`src/rtl/watch_timekeeper_pkg.sv`:
```
// Shared types and limits for the watch timekeeper: set-mode states and
// the wrap points of the seconds/minutes/hours counters.
package watch_pkg;

    typedef enum logic [1:0] {
        RUN     = 2'd0,
        SET_HR  = 2'd1,
        SET_MIN = 2'd2
    } mode_e;

    localparam logic [5:0] SEC_MAX = 6'd59;
    localparam logic [5:0] MIN_MAX = 6'd59;
    localparam logic [4:0] HR_MAX  = 5'd23;

    // Modulo increment for the 6-bit minute/second fields.
    function automatic logic [5:0] inc_wrap6(input logic [5:0] v, input logic [5:0] max_v);
        return (v == max_v) ? 6'd0 : v + 6'd1;
    endfunction

    function automatic logic [4:0] inc_wrap5(input logic [4:0] v, input logic [4:0] max_v);
        return (v == max_v) ? 5'd0 : v + 5'd1;
    endfunction

endpackage

```
`src/rtl/watch_timekeeper_tick_sync_edge.sv`:
```
// Two-flop synchroniser followed by a rising-edge detector for a slow or
// asynchronous level input; all flops clear on reset.
module tick_sync_edge (
    input  logic clk,
    input  logic rst_n,
    input  logic din,
    output logic rise
);

    logic s1;
    logic s2;
    logic prev;

    // NOTE: every flop is written with <= so all three stages sample the
    // values from before this clock edge and shift by exactly one stage.
    always_ff @(posedge clk or negedge rst_n) begin
        if (!rst_n) begin
            s1   <= 1'b0;
            s2   <= 1'b0;
            prev <= 1'b0;
        end else begin
            s1   <= din;
            s2   <= s1;
            prev <= s2;
        end
    end

    assign rise = s2 & ~prev;

endmodule

```
`src/rtl/watch_timekeeper.sv`:
```
// Watch timekeeper: turns divided-clock edges into 1 s steps of hh:mm:ss and
// provides a set mode for hours/minutes. Optional `TWELVE_HOUR_EN` maps the
// displayed hour to 1..12 with a PM flag.
module watch_timekeeper
    import watch_pkg::*;
#(
    parameter int TICKS_PER_SEC = 5000,
    parameter int PRESC_W       = 13
) (
    input  logic       clk,
    input  logic       rst_n,
    input  logic       tick_in,
    input  logic       mode_btn,
    input  logic       inc_btn,
    output logic [4:0] hours,
    output logic [5:0] minutes,
    output logic [5:0] seconds,
    output logic       pm,
    output logic [1:0] mode,
    output logic       sec_pulse
);

    localparam logic [PRESC_W-1:0] PRESC_LAST = PRESC_W'(TICKS_PER_SEC - 1);

    logic tick_rise;

    mode_e              mode_q,  mode_n;
    logic [PRESC_W-1:0] presc_q, presc_n;
    logic [4:0]         hr_q,    hr_n;
    logic [5:0]         min_q,   min_n;
    logic [5:0]         sec_q,   sec_n;
    logic               pulse_q, pulse_n;

    tick_sync_edge u_tick_sync (
        .clk   (clk),
        .rst_n (rst_n),
        .din   (tick_in),
        .rise  (tick_rise)
    );

    always_ff @(posedge clk or negedge rst_n) begin
        if (!rst_n) begin
            mode_q  <= RUN;
            presc_q <= '0;
            hr_q    <= '0;
            min_q   <= '0;
            sec_q   <= '0;
            pulse_q <= 1'b0;
        end else begin
            mode_q  <= mode_n;
            presc_q <= presc_n;
            hr_q    <= hr_n;
            min_q   <= min_n;
            sec_q   <= sec_n;
            pulse_q <= pulse_n;
        end
    end

    // NOTE: every output of this block gets its hold value first, so no
    // branch can leave one unassigned and infer a latch.
    always_comb begin
        mode_n  = mode_q;
        presc_n = presc_q;
        hr_n    = hr_q;
        min_n   = min_q;
        sec_n   = sec_q;
        pulse_n = 1'b0;

        case (mode_q)
            RUN: begin
                // The step is taken even when mode_btn leaves RUN this cycle.
                if (tick_rise) begin
                    if (presc_q == PRESC_LAST) begin
                        presc_n = '0;
                        pulse_n = 1'b1;
                        sec_n   = inc_wrap6(sec_q, SEC_MAX);
                        if (sec_q == SEC_MAX) begin
                            min_n = inc_wrap6(min_q, MIN_MAX);
                            if (min_q == MIN_MAX) begin
                                hr_n = inc_wrap5(hr_q, HR_MAX);
                            end
                        end
                    end else begin
                        presc_n = presc_q + 1'b1;
                    end
                end
                if (mode_btn) begin
                    mode_n = SET_HR;
                end
            end
            SET_HR: begin
                if (mode_btn) begin
                    mode_n = SET_MIN;
                end else if (inc_btn) begin
                    hr_n = inc_wrap5(hr_q, HR_MAX);
                end
            end
            SET_MIN: begin
                if (mode_btn) begin
                    mode_n  = RUN;
                    sec_n   = '0;
                    presc_n = '0;
                end else if (inc_btn) begin
                    min_n = inc_wrap6(min_q, MIN_MAX);
                end
            end
            default: begin
                mode_n = RUN;
            end
        endcase
    end

    assign minutes   = min_q;
    assign seconds   = sec_q;
    assign mode      = mode_q;
    assign sec_pulse = pulse_q;

`ifdef TWELVE_HOUR_EN
    always_comb begin
        if (hr_q == 5'd0) begin
            hours = 5'd12;
        end else if (hr_q > 5'd12) begin
            hours = hr_q - 5'd12;
        end else begin
            hours = hr_q;
        end
        pm = (hr_q >= 5'd12);
    end
`else
    assign hours = hr_q;
    assign pm    = 1'b0;
`endif

endmodule

```
`config.mk`:
```
export PLATFORM = sky130hd
export DESIGN_NAME = watch_timekeeper
export DESIGN_NICKNAME = d
export VERILOG_FILES = /design/src/rtl/watch_timekeeper_pkg.sv /design/src/rtl/watch_timekeeper_tick_sync_edge.sv /design/src/rtl/watch_timekeeper.sv
export SDC_FILE = /design/constraint.sdc
export NUM_CORES = 1
export LEC_CHECK = 0
export CAP_MARGIN = 20
export CORE_UTILIZATION = 49
export DETAILED_ROUTE_END_ITERATION = 10
export PLACE_DENSITY = 0.75
export SETUP_SLACK_MARGIN = 0.15
export SLEW_MARGIN = 15
export SYNTH_ARGS = -nofsm -noshare
export SYNTH_HDL_FRONTEND = slang
export SYNTH_HIERARCHICAL = 1
export SYNTH_SLANG_ARGS = --single-unit
```
`constraint.sdc`:
```
create_clock -name clk -period 1.9 [get_ports clk]
set_input_delay 0.285 -clock clk [delete_from_list [all_inputs] [get_ports clk]]
set_output_delay 0.285 -clock clk [all_outputs]
set_load 0.02 [all_outputs]
```
==> results of run 1 <==
## through the flow
step	power [uW]	instances
finish	3130	292
global route	3320	292
CTS	2990	286
global placement	2310	277
floorplan	1870	193
detailed placement	2390	277
## how the worst max path moves through the flow
| stage | start | end | slack (ns) | depth (start not counted) |
|---|---|---|---|---|
| final | seconds[0] | minutes[1] | 0.16 | 6 |
| after global routing | mode[1] | presc_q[6] | 0.1 | 7 |
| after CTS | presc_q[11] | minutes[2] | 0.11 | 5 |
| after detailed placement | mode_btn | hours[1] | -0.10 | 5 |
| after global placement | mode_btn | hours[1] | -0.03 | 5 |
| after floorplan | seconds[0] | minutes[2] | -0.002 | 7 |
## final cells by class
| type | instances | area [um^2] | area share, % |
|---|---|---|---|
| multi-input cells | 146 | 1150 | 42.6 |
| flip-flops and latches | 36 | 908 | 33.7 |
| repair buffers | 51 | 469 | 17.4 |
| clock buffers | 8 | 100 | 3.71 |
| well taps | 48 | 60.1 | 2.23 |
| inverters | 3 | 11.3 | 0.418 |
## metal layers
metal	vias to the layer above	GRT usage (%)	share of wire, %
met4	0	6.25	2.0
met5	-	0	0
met1	830	29.3	42
li1	791	-	-
met3	13	6.08	4.1
met2	49	39.8	52
## state kept, by name, summed over array words and instances (netlist names)
name / count
mode: 2
u_tick_sync/s1: 1
presc_q: 13
u_tick_sync/prev: 1
u_tick_sync/s2: 1
minutes: 6
hours: 5
seconds: 6
sec_pulse: 1
## timing repair
item | 4_1_cts | 5_1_grt
hold buffers | 0 | 0
gates cloned | 0 | 0
gates resized for setup | 9 | 27
endpoints found under the setup margin | 28 | 31
buffers inserted | 1 | 6
pin swaps | 4 | 7
hold endpoints to repair | 0 | 0
## synthesized netlist by cell type, drive strengths merged (2+ instances only)
master	number
a31oi	4
inv	3
nand4	3
a22o	3
mux2	2
xor2	9
a41o	2
or2	3
a21oi	3
nor2	18
nand2	16
o22ai	2
o21ai	10
nand3	10
and4	2
ha	4
nor3b	3
xnor2	3
nor2b	8
nor3	9
nand2b	3
clkbuf	3
nand3b	2
and3	3
buf	5
dfrtp	36
o31ai	8
## report_power, final
part / internal (uW) / switching, uW / total [uW]
registers: 945 / 250 / 1200
logic: 658 / 687 / 1340
clock network: 331 / 260 / 590
## cell families after synthesis
logic type                 after synthesis  share of synthesized area (%)
AOI/OAI and AO/OA                       39                           15.2
xor gates and xnor gates                12                           5.33
adders and majority gates                4                           2.54
buffers and inverters                   11                           2.98
DFF                                     36                           45.7
muxes                                    3                           1.84
other                                    1                          0.190
and+or+nand+nor                         87                           26.3
==> flow_results.xml, run 1 <==
<?xml version="1.0" encoding="UTF-8"?>
<metrics>
  <group name="setup_path">
    <metric name="reg2reg_setup_slack" unit="ns">0.16</metric>
    <metric name="critical_path_buf_inv_count" unit="">1</metric>
    <metric name="critPathArrivalTime" unit="ns">1.92</metric>
    <metric name="cpPeakStageDelay" unit="ns">0.44</metric>
    <metric name="worst_r2r_startpoint" unit="">seconds[0]</metric>
    <metric name="r2r_cells" unit="">6</metric>
    <metric name="critPathTopFamily" unit="">flip-flops</metric>
    <metric name="worstSetupPathType" unit="">register to register</metric>
    <metric name="critPathLaunchType" unit="">register</metric>
    <metric name="worst-path-max-fanout" unit="">6</metric>
    <metric name="critPathSlowestCell" unit="">sky130_fd_sc_hd__dfrtp_2</metric>
    <metric name="worstPathRequired" unit="ns">2.08</metric>
    <metric name="cp-end-kind" unit="">register</metric>
    <metric name="critical_path.reg2reg.endpoint" unit="">minutes[1]</metric>
    <metric name="path_cells" unit="">ha_4 -&gt; nor2b_4 -&gt; and4_4 -&gt; a31oi_4 -&gt; buf_6 -&gt; mux2_2</metric>
  </group>
  <group name="cts">
    <metric name="ctsRootBufferMaster" unit="">sky130_fd_sc_hd__clkbuf_8</metric>
    <metric name="cts_inserted_buffers" unit="">5</metric>
    <metric name="clock-sinks" unit="">36</metric>
    <metric name="cts_buffer_depth" unit="">2</metric>
    <metric name="clkTransAtPathRegs" unit="ns">0.07</metric>
    <metric name="clock_latency" unit="ns">0.29</metric>
    <metric name="cts-htree-levels" unit="">2</metric>
    <metric name="clock_tree_from_tritoncts" unit="">done</metric>
  </group>
  <group name="logic_synthesis">
    <metric name="postSynthNetCount" unit="">202</metric>
    <metric name="synth_area_leaders" unit="">sky130_fd_sc_hd__dfrtp_1 (46%), sky130_fd_sc_hd__xor2_1 (4.0%), sky130_fd_sc_hd__nor2_1 (3.4%)</metric>
    <metric name="postSynthCellCount" unit="">193</metric>
    <metric name="synth-edff-count" unit="">0</metric>
    <metric name="synthesis.yosys.warnings" unit="">6</metric>
    <metric name="synth_seq_cells" unit="">36</metric>
    <metric name="yosysTopAreaCellShare" unit="%">45.7</metric>
    <metric name="synth_ff_type" unit="">sky130_fd_sc_hd__dfrtp_1</metric>
    <metric name="synth.avg_cell_area" unit="um^2">10.2</metric>
    <metric name="synth_top_area_cell" unit="">sky130_fd_sc_hd__dfrtp_1</metric>
    <metric name="ys_async_sr_fraction" unit="%">100</metric>
    <metric name="mappedNetlistArea" unit="um^2">1970</metric>
    <metric name="yosysUniqueCellTypes" unit="">55</metric>
    <metric name="synth.yosys.seq_area_share" unit="%">45.7</metric>
  </group>
  <group name="status">
    <metric name="run_status" unit="">finished, final reports clean</metric>
  </group>
  <group name="sta">
    <metric name="final.min_clock_period" unit="ns">1.74</metric>
    <metric name="layout_setup_ws" unit="ns">0.156</metric>
    <metric name="hold_slack" unit="ns">0.314</metric>
    <metric name="period_share" unit="%">91.8</metric>
    <metric name="grt_setup_unrepaired" unit="">yes</metric>
    <metric name="clock-skew-final" unit="ns">0.00542</metric>
    <metric name="max_freq" unit="MHz">573</metric>
    <metric name="final_max_slew_viol_count" unit="">0</metric>
    <metric name="finalSetupViolCount" unit="">0</metric>
    <metric name="final.setup.tns" unit="ns">0</metric>
    <metric name="final-hold-violation-count" unit="">0</metric>
  </group>
  <group name="global_route">
    <metric name="globalRoute.totalOverflow" unit="">0</metric>
    <metric name="global_route_wire_length_before_repair" unit="um">7560</metric>
    <metric name="first_global_vias" unit="">1606</metric>
    <metric name="antenna_found_initial" unit="">0</metric>
    <metric name="track_usage" unit="%">23.4</metric>
    <metric name="largest_net_degree_at_the_start_of_global_routing" unit="">19</metric>
  </group>
  <group name="floorplanning">
    <metric name="core.rowCount" unit="">22</metric>
    <metric name="top_level_ports" unit="">26</metric>
    <metric name="starting_utilization_of_the_core_area" unit="%">52.3</metric>
    <metric name="fp.coreArea" unit="um^2">3770</metric>
    <metric name="die_h" unit="um">65.5</metric>
    <metric name="die_x" unit="um">65.5</metric>
    <metric name="fp.dieArea" unit="um^2">4280</metric>
  </group>
  <group name="pwr">
    <metric name="static_leakage" unit="uW">0.00118</metric>
    <metric name="ir_worst_vdd" unit="mV">0.681</metric>
    <metric name="powerDensity" unit="nW/um^2">1160</metric>
  </group>
  <group name="final_layout">
    <metric name="layout-area-overhead-vs-synth" unit="%">36.7</metric>
    <metric name="fillerInstances" unit="">261</metric>
    <metric name="nNetsFinal" unit="">252</metric>
    <metric name="drive_above_1_share" unit="%">32.0</metric>
    <metric name="num_antenna_cells" unit="">0</metric>
    <metric name="layout_commonest_cell" unit="">sky130_fd_sc_hd__dfrtp_1</metric>
    <metric name="share_of_the_core_filled_with_cells_in_the_final_layout" unit="%">71.5</metric>
    <metric name="finalInstanceArea" unit="um^2">2700</metric>
    <metric name="commonest_non_fill_non_tap_cells_in_the_layout" unit="">sky130_fd_sc_hd__dfrtp_1 (30), sky130_fd_sc_hd__buf_4 (23), sky130_fd_sc_hd__clkdlybuf4s50_1 (20), sky130_fd_sc_hd__nor2_1 (18), sky130_fd_sc_hd__nand2_1 (14)</metric>
  </group>
  <group name="drt">
    <metric name="drt-wirelength-per-cell" unit="um">16.5</metric>
    <metric name="via_count" unit="">1683</metric>
    <metric name="post-route-drc-count" unit="">0</metric>
    <metric name="antenna_violating_nets_post_route" unit="">0</metric>
    <metric name="firstDrtPassIters" unit="">4</metric>
    <metric name="viasPerCell" unit="">5.76</metric>
    <metric name="totalWireLength" unit="um">4810</metric>
    <metric name="dr.first_iter.drc_count" unit="">107</metric>
  </group>
  <group name="worst_hold_path">
    <metric name="min-delay-path-class" unit="">primary input to async pin</metric>
  </group>
  <group name="placement">
    <metric name="dp.final_hpwl" unit="um">3240</metric>
    <metric name="pre_cts_ws" unit="ns">-0.100</metric>
    <metric name="dpl-instance-area" unit="um^2">2400</metric>
    <metric name="port-buffer-count" unit="">24</metric>
    <metric name="gpl.final_weighted_congestion" unit="">0.875</metric>
  </group>
  <group name="job">
    <metric name="cap_viol_max_count" unit="">0</metric>
  </group>
</metrics>
No activity file was read; power rests on OpenSTA's default activity.
==> run 2, diff against run 1 <==
TNS_END_PERCENT = 1   (was not set)
==> run 2 against run 1 <==
Register-to-register slack worse by 0.06 ns. Clock power is 6.3% lower. Critical path depth stayed put. Hold slack better by 0.037 ns. Combinational power hardly changed. Clock skew is 0.0022 ns lower. Die area stayed put. Largest power group unchanged. Utilization is 3.7 points lower. Clock-buffer cell count stayed put.
==> flow_results.xml, run 2 (synthesis gave the netlist of run 1 again) <==
<?xml version="1.0" encoding="UTF-8"?>
<metrics>
  <group name="status">
    <metric name="run_status" unit="">finished, final reports clean</metric>
  </group>
  <group name="global_route">
    <metric name="track_usage" unit="%">22.6</metric>
    <metric name="global_route.peak_usage_layer" unit="">met2</metric>
    <metric name="global_route.usage.met1" unit="%">28.3</metric>
    <metric name="global_route_wire_length_before_repair" unit="um">7310</metric>
    <metric name="met2_usage" unit="%">38.4</metric>
    <metric name="grt_util_met3" unit="%">5.21</metric>
    <metric name="globalRoute.totalOverflow" unit="">0</metric>
    <metric name="largest_net_degree_at_the_start_of_global_routing" unit="">37</metric>
    <metric name="first_global_vias" unit="">1589</metric>
    <metric name="antenna_found_initial" unit="">0</metric>
  </group>
  <group name="setup_path">
    <metric name="path_cells" unit="">ha_2 -&gt; nand2_2 -&gt; and4b_2 -&gt; a31oi_4 -&gt; nand2b_4 -&gt; mux2_4</metric>
    <metric name="critPathSlowestCell" unit="">sky130_fd_sc_hd__dfrtp_1</metric>
    <metric name="worst-path-max-fanout" unit="">6</metric>
    <metric name="cp-end-kind" unit="">register</metric>
    <metric name="critPathLaunchType" unit="">register</metric>
    <metric name="critical_path_buf_inv_count" unit="">0</metric>
    <metric name="critPathTopFamily" unit="">simple AND/OR/NAND/NOR gates</metric>
    <metric name="r2r_cells" unit="">6</metric>
    <metric name="worstPathRequired" unit="ns">2.07</metric>
    <metric name="critical_path_cell_count" unit="">6</metric>
    <metric name="cpPeakStageDelay" unit="ns">0.39</metric>
    <metric name="worstSetupPathType" unit="">register to register</metric>
    <metric name="critPathArrivalTime" unit="ns">1.97</metric>
  </group>
  <group name="cts">
    <metric name="cts_buffer_depth" unit="">2</metric>
    <metric name="cts_hold_buffers" unit="">0</metric>
    <metric name="cts-htree-levels" unit="">2</metric>
    <metric name="ctsRootBufferMaster" unit="">sky130_fd_sc_hd__clkbuf_8</metric>
    <metric name="clock_tree_from_tritoncts" unit="">done</metric>
    <metric name="clock-sinks" unit="">36</metric>
    <metric name="cts_inserted_buffers" unit="">5</metric>
    <metric name="clkTransAtPathRegs" unit="ns">0.07</metric>
    <metric name="clock_latency" unit="ns">0.28</metric>
  </group>
  <group name="sta">
    <metric name="final.min_clock_period" unit="ns">1.80</metric>
    <metric name="final_max_slew_viol_count" unit="">0</metric>
    <metric name="max_freq" unit="MHz">555</metric>
    <metric name="clock-skew-final" unit="ns">0.00325</metric>
    <metric name="final-hold-violation-count" unit="">0</metric>
    <metric name="grt_setup_unrepaired" unit="">yes</metric>
    <metric name="period_share" unit="%">94.8</metric>
    <metric name="finalSetupViolCount" unit="">0</metric>
    <metric name="layout_setup_ws" unit="ns">0.0982</metric>
    <metric name="hold_slack" unit="ns">0.351</metric>
  </group>
  <group name="job">
    <metric name="cap_viol_max_count" unit="">0</metric>
  </group>
  <group name="drt">
    <metric name="totalWireLength" unit="um">4350</metric>
    <metric name="via_count" unit="">1647</metric>
    <metric name="dr.first_iter.drc_count" unit="">68</metric>
    <metric name="drt-wirelength-per-cell" unit="um">15.0</metric>
    <metric name="antenna_violating_nets_post_route" unit="">0</metric>
    <metric name="post-route-drc-count" unit="">0</metric>
    <metric name="firstDrtPassIters" unit="">4</metric>
    <metric name="viasPerCell" unit="">5.68</metric>
  </group>
  <group name="final_layout">
    <metric name="largest_reg_flops" unit="">13</metric>
    <metric name="nNetsFinal" unit="">250</metric>
    <metric name="fillerInstances" unit="">277</metric>
    <metric name="num_antenna_cells" unit="">0</metric>
    <metric name="largest_register" unit="">presc_q</metric>
    <metric name="share_of_the_core_filled_with_cells_in_the_final_layout" unit="%">67.8</metric>
    <metric name="finalInstanceArea" unit="um^2">2560</metric>
    <metric name="commonest_non_fill_non_tap_cells_in_the_layout" unit="">sky130_fd_sc_hd__dfrtp_1 (34), sky130_fd_sc_hd__buf_4 (25), sky130_fd_sc_hd__clkdlybuf4s50_1 (24), sky130_fd_sc_hd__nor2_1 (18), sky130_fd_sc_hd__nand2_1 (14)</metric>
    <metric name="layout-area-overhead-vs-synth" unit="%">29.5</metric>
    <metric name="final_cells" unit="">290</metric>
    <metric name="drive_above_1_share" unit="%">25.2</metric>
    <metric name="seqCellArea" unit="um^2">903</metric>
    <metric name="area_of_the_multi_input_gates" unit="um^2">1060</metric>
    <metric name="layout_commonest_cell" unit="">sky130_fd_sc_hd__dfrtp_1</metric>
  </group>
  <group name="floorplanning">
    <metric name="die_h" unit="um">65.5</metric>
    <metric name="fp.coreArea" unit="um^2">3770</metric>
    <metric name="core.rowCount" unit="">22</metric>
    <metric name="top_level_ports" unit="">26</metric>
    <metric name="die_x" unit="um">65.5</metric>
    <metric name="starting_utilization_of_the_core_area" unit="%">52.3</metric>
    <metric name="fp.dieArea" unit="um^2">4280</metric>
  </group>
  <group name="placement">
    <metric name="dp.cells" unit="">279</metric>
    <metric name="pre_cts_ws" unit="ns">-0.0599</metric>
    <metric name="port-buffer-count" unit="">24</metric>
    <metric name="dpl-instance-area" unit="um^2">2410</metric>
    <metric name="gpl.final_weighted_congestion" unit="">0.873</metric>
    <metric name="dp.final_hpwl" unit="um">3090</metric>
  </group>
  <group name="worst_hold_path">
    <metric name="worst_hold_path.num_cells" unit="">0</metric>
    <metric name="min-delay-path-class" unit="">register to register</metric>
  </group>
  <group name="pwr">
    <metric name="ir_worst_vdd" unit="mV">0.771</metric>
    <metric name="static_leakage" unit="uW">0.00112</metric>
    <metric name="powerDensity" unit="nW/um^2">1180</metric>
  </group>
</metrics>
run 2: worst paths after layout:
path | end | from | slack (ns)
max | minutes[2] | presc_q[0] | 0.1
min | u_tick_sync/s2 | u_tick_sync/s1 | 0.35
max reg2reg | minutes[2] | presc_q[0] | 0.1
min reg2reg | u_tick_sync/s2 | u_tick_sync/s1 | 0.35
max in group asynchronous | seconds[1] | rst_n | 1.14
min in group asynchronous | sec_pulse | rst_n | 0.41
run 2: cell type report:
| class | count | share of cell area, % |
|---|---|---|
| Clock buffer | 8 | 3.52 |
| Timing Repair Buffer | 49 | 16.7 |
| Multi-Input combinational cell | 146 | 41.6 |
| Sequential cell | 36 | 35.3 |
| Inverter | 3 | 0.441 |
| Tap cell | 48 | 2.35 |
run 2: layer usage:
| layer | vias up | share of wire, % |
|---|---|---|
| met5 | - | 0 |
| met4 | 0 | 1.1 |
| li1 | 791 | - |
| met3 | 6 | 3.5 |
| met1 | 813 | 43 |
| met2 | 37 | 52 |
run 2: report_power, final:
part | total, uW | leakage, uW | internal [uW] | switching (uW)
combinational | 1320 | 0.000606 | 653 | 668
clock | 553 | 0.0000455 | 296 | 257
sequential | 1150 | 0.000469 | 943 | 208
total | 3020 | 0.00112 | 1890 | 1130
run 2: worst register-to-register path: cells and delay by family (launching register included):
kind | cells | cell delay, ns
simple gates | 3 | 0.53
compound gates | 1 | 0.27
flops | 1 | 0.39
mux | 1 | 0.29
fa+ha+maj | 1 | 0.21
run 2: what timing repair did:
action,in CTS,in global routing
setup endpoints to repair,26,30
gates resized for setup,4,4
pin swaps,1,4
buffers inserted,0,3
run 2: metrics by stage:
step	power, uW	TNS (ns)
5_1_grt	3200	0
2_1_floorplan	1860	-0.00171
4_1_cts	2980	0
3_5_place_dp	2400	-0.242
6_report	3020	0
3_3_place_gp	2340	-0.0344
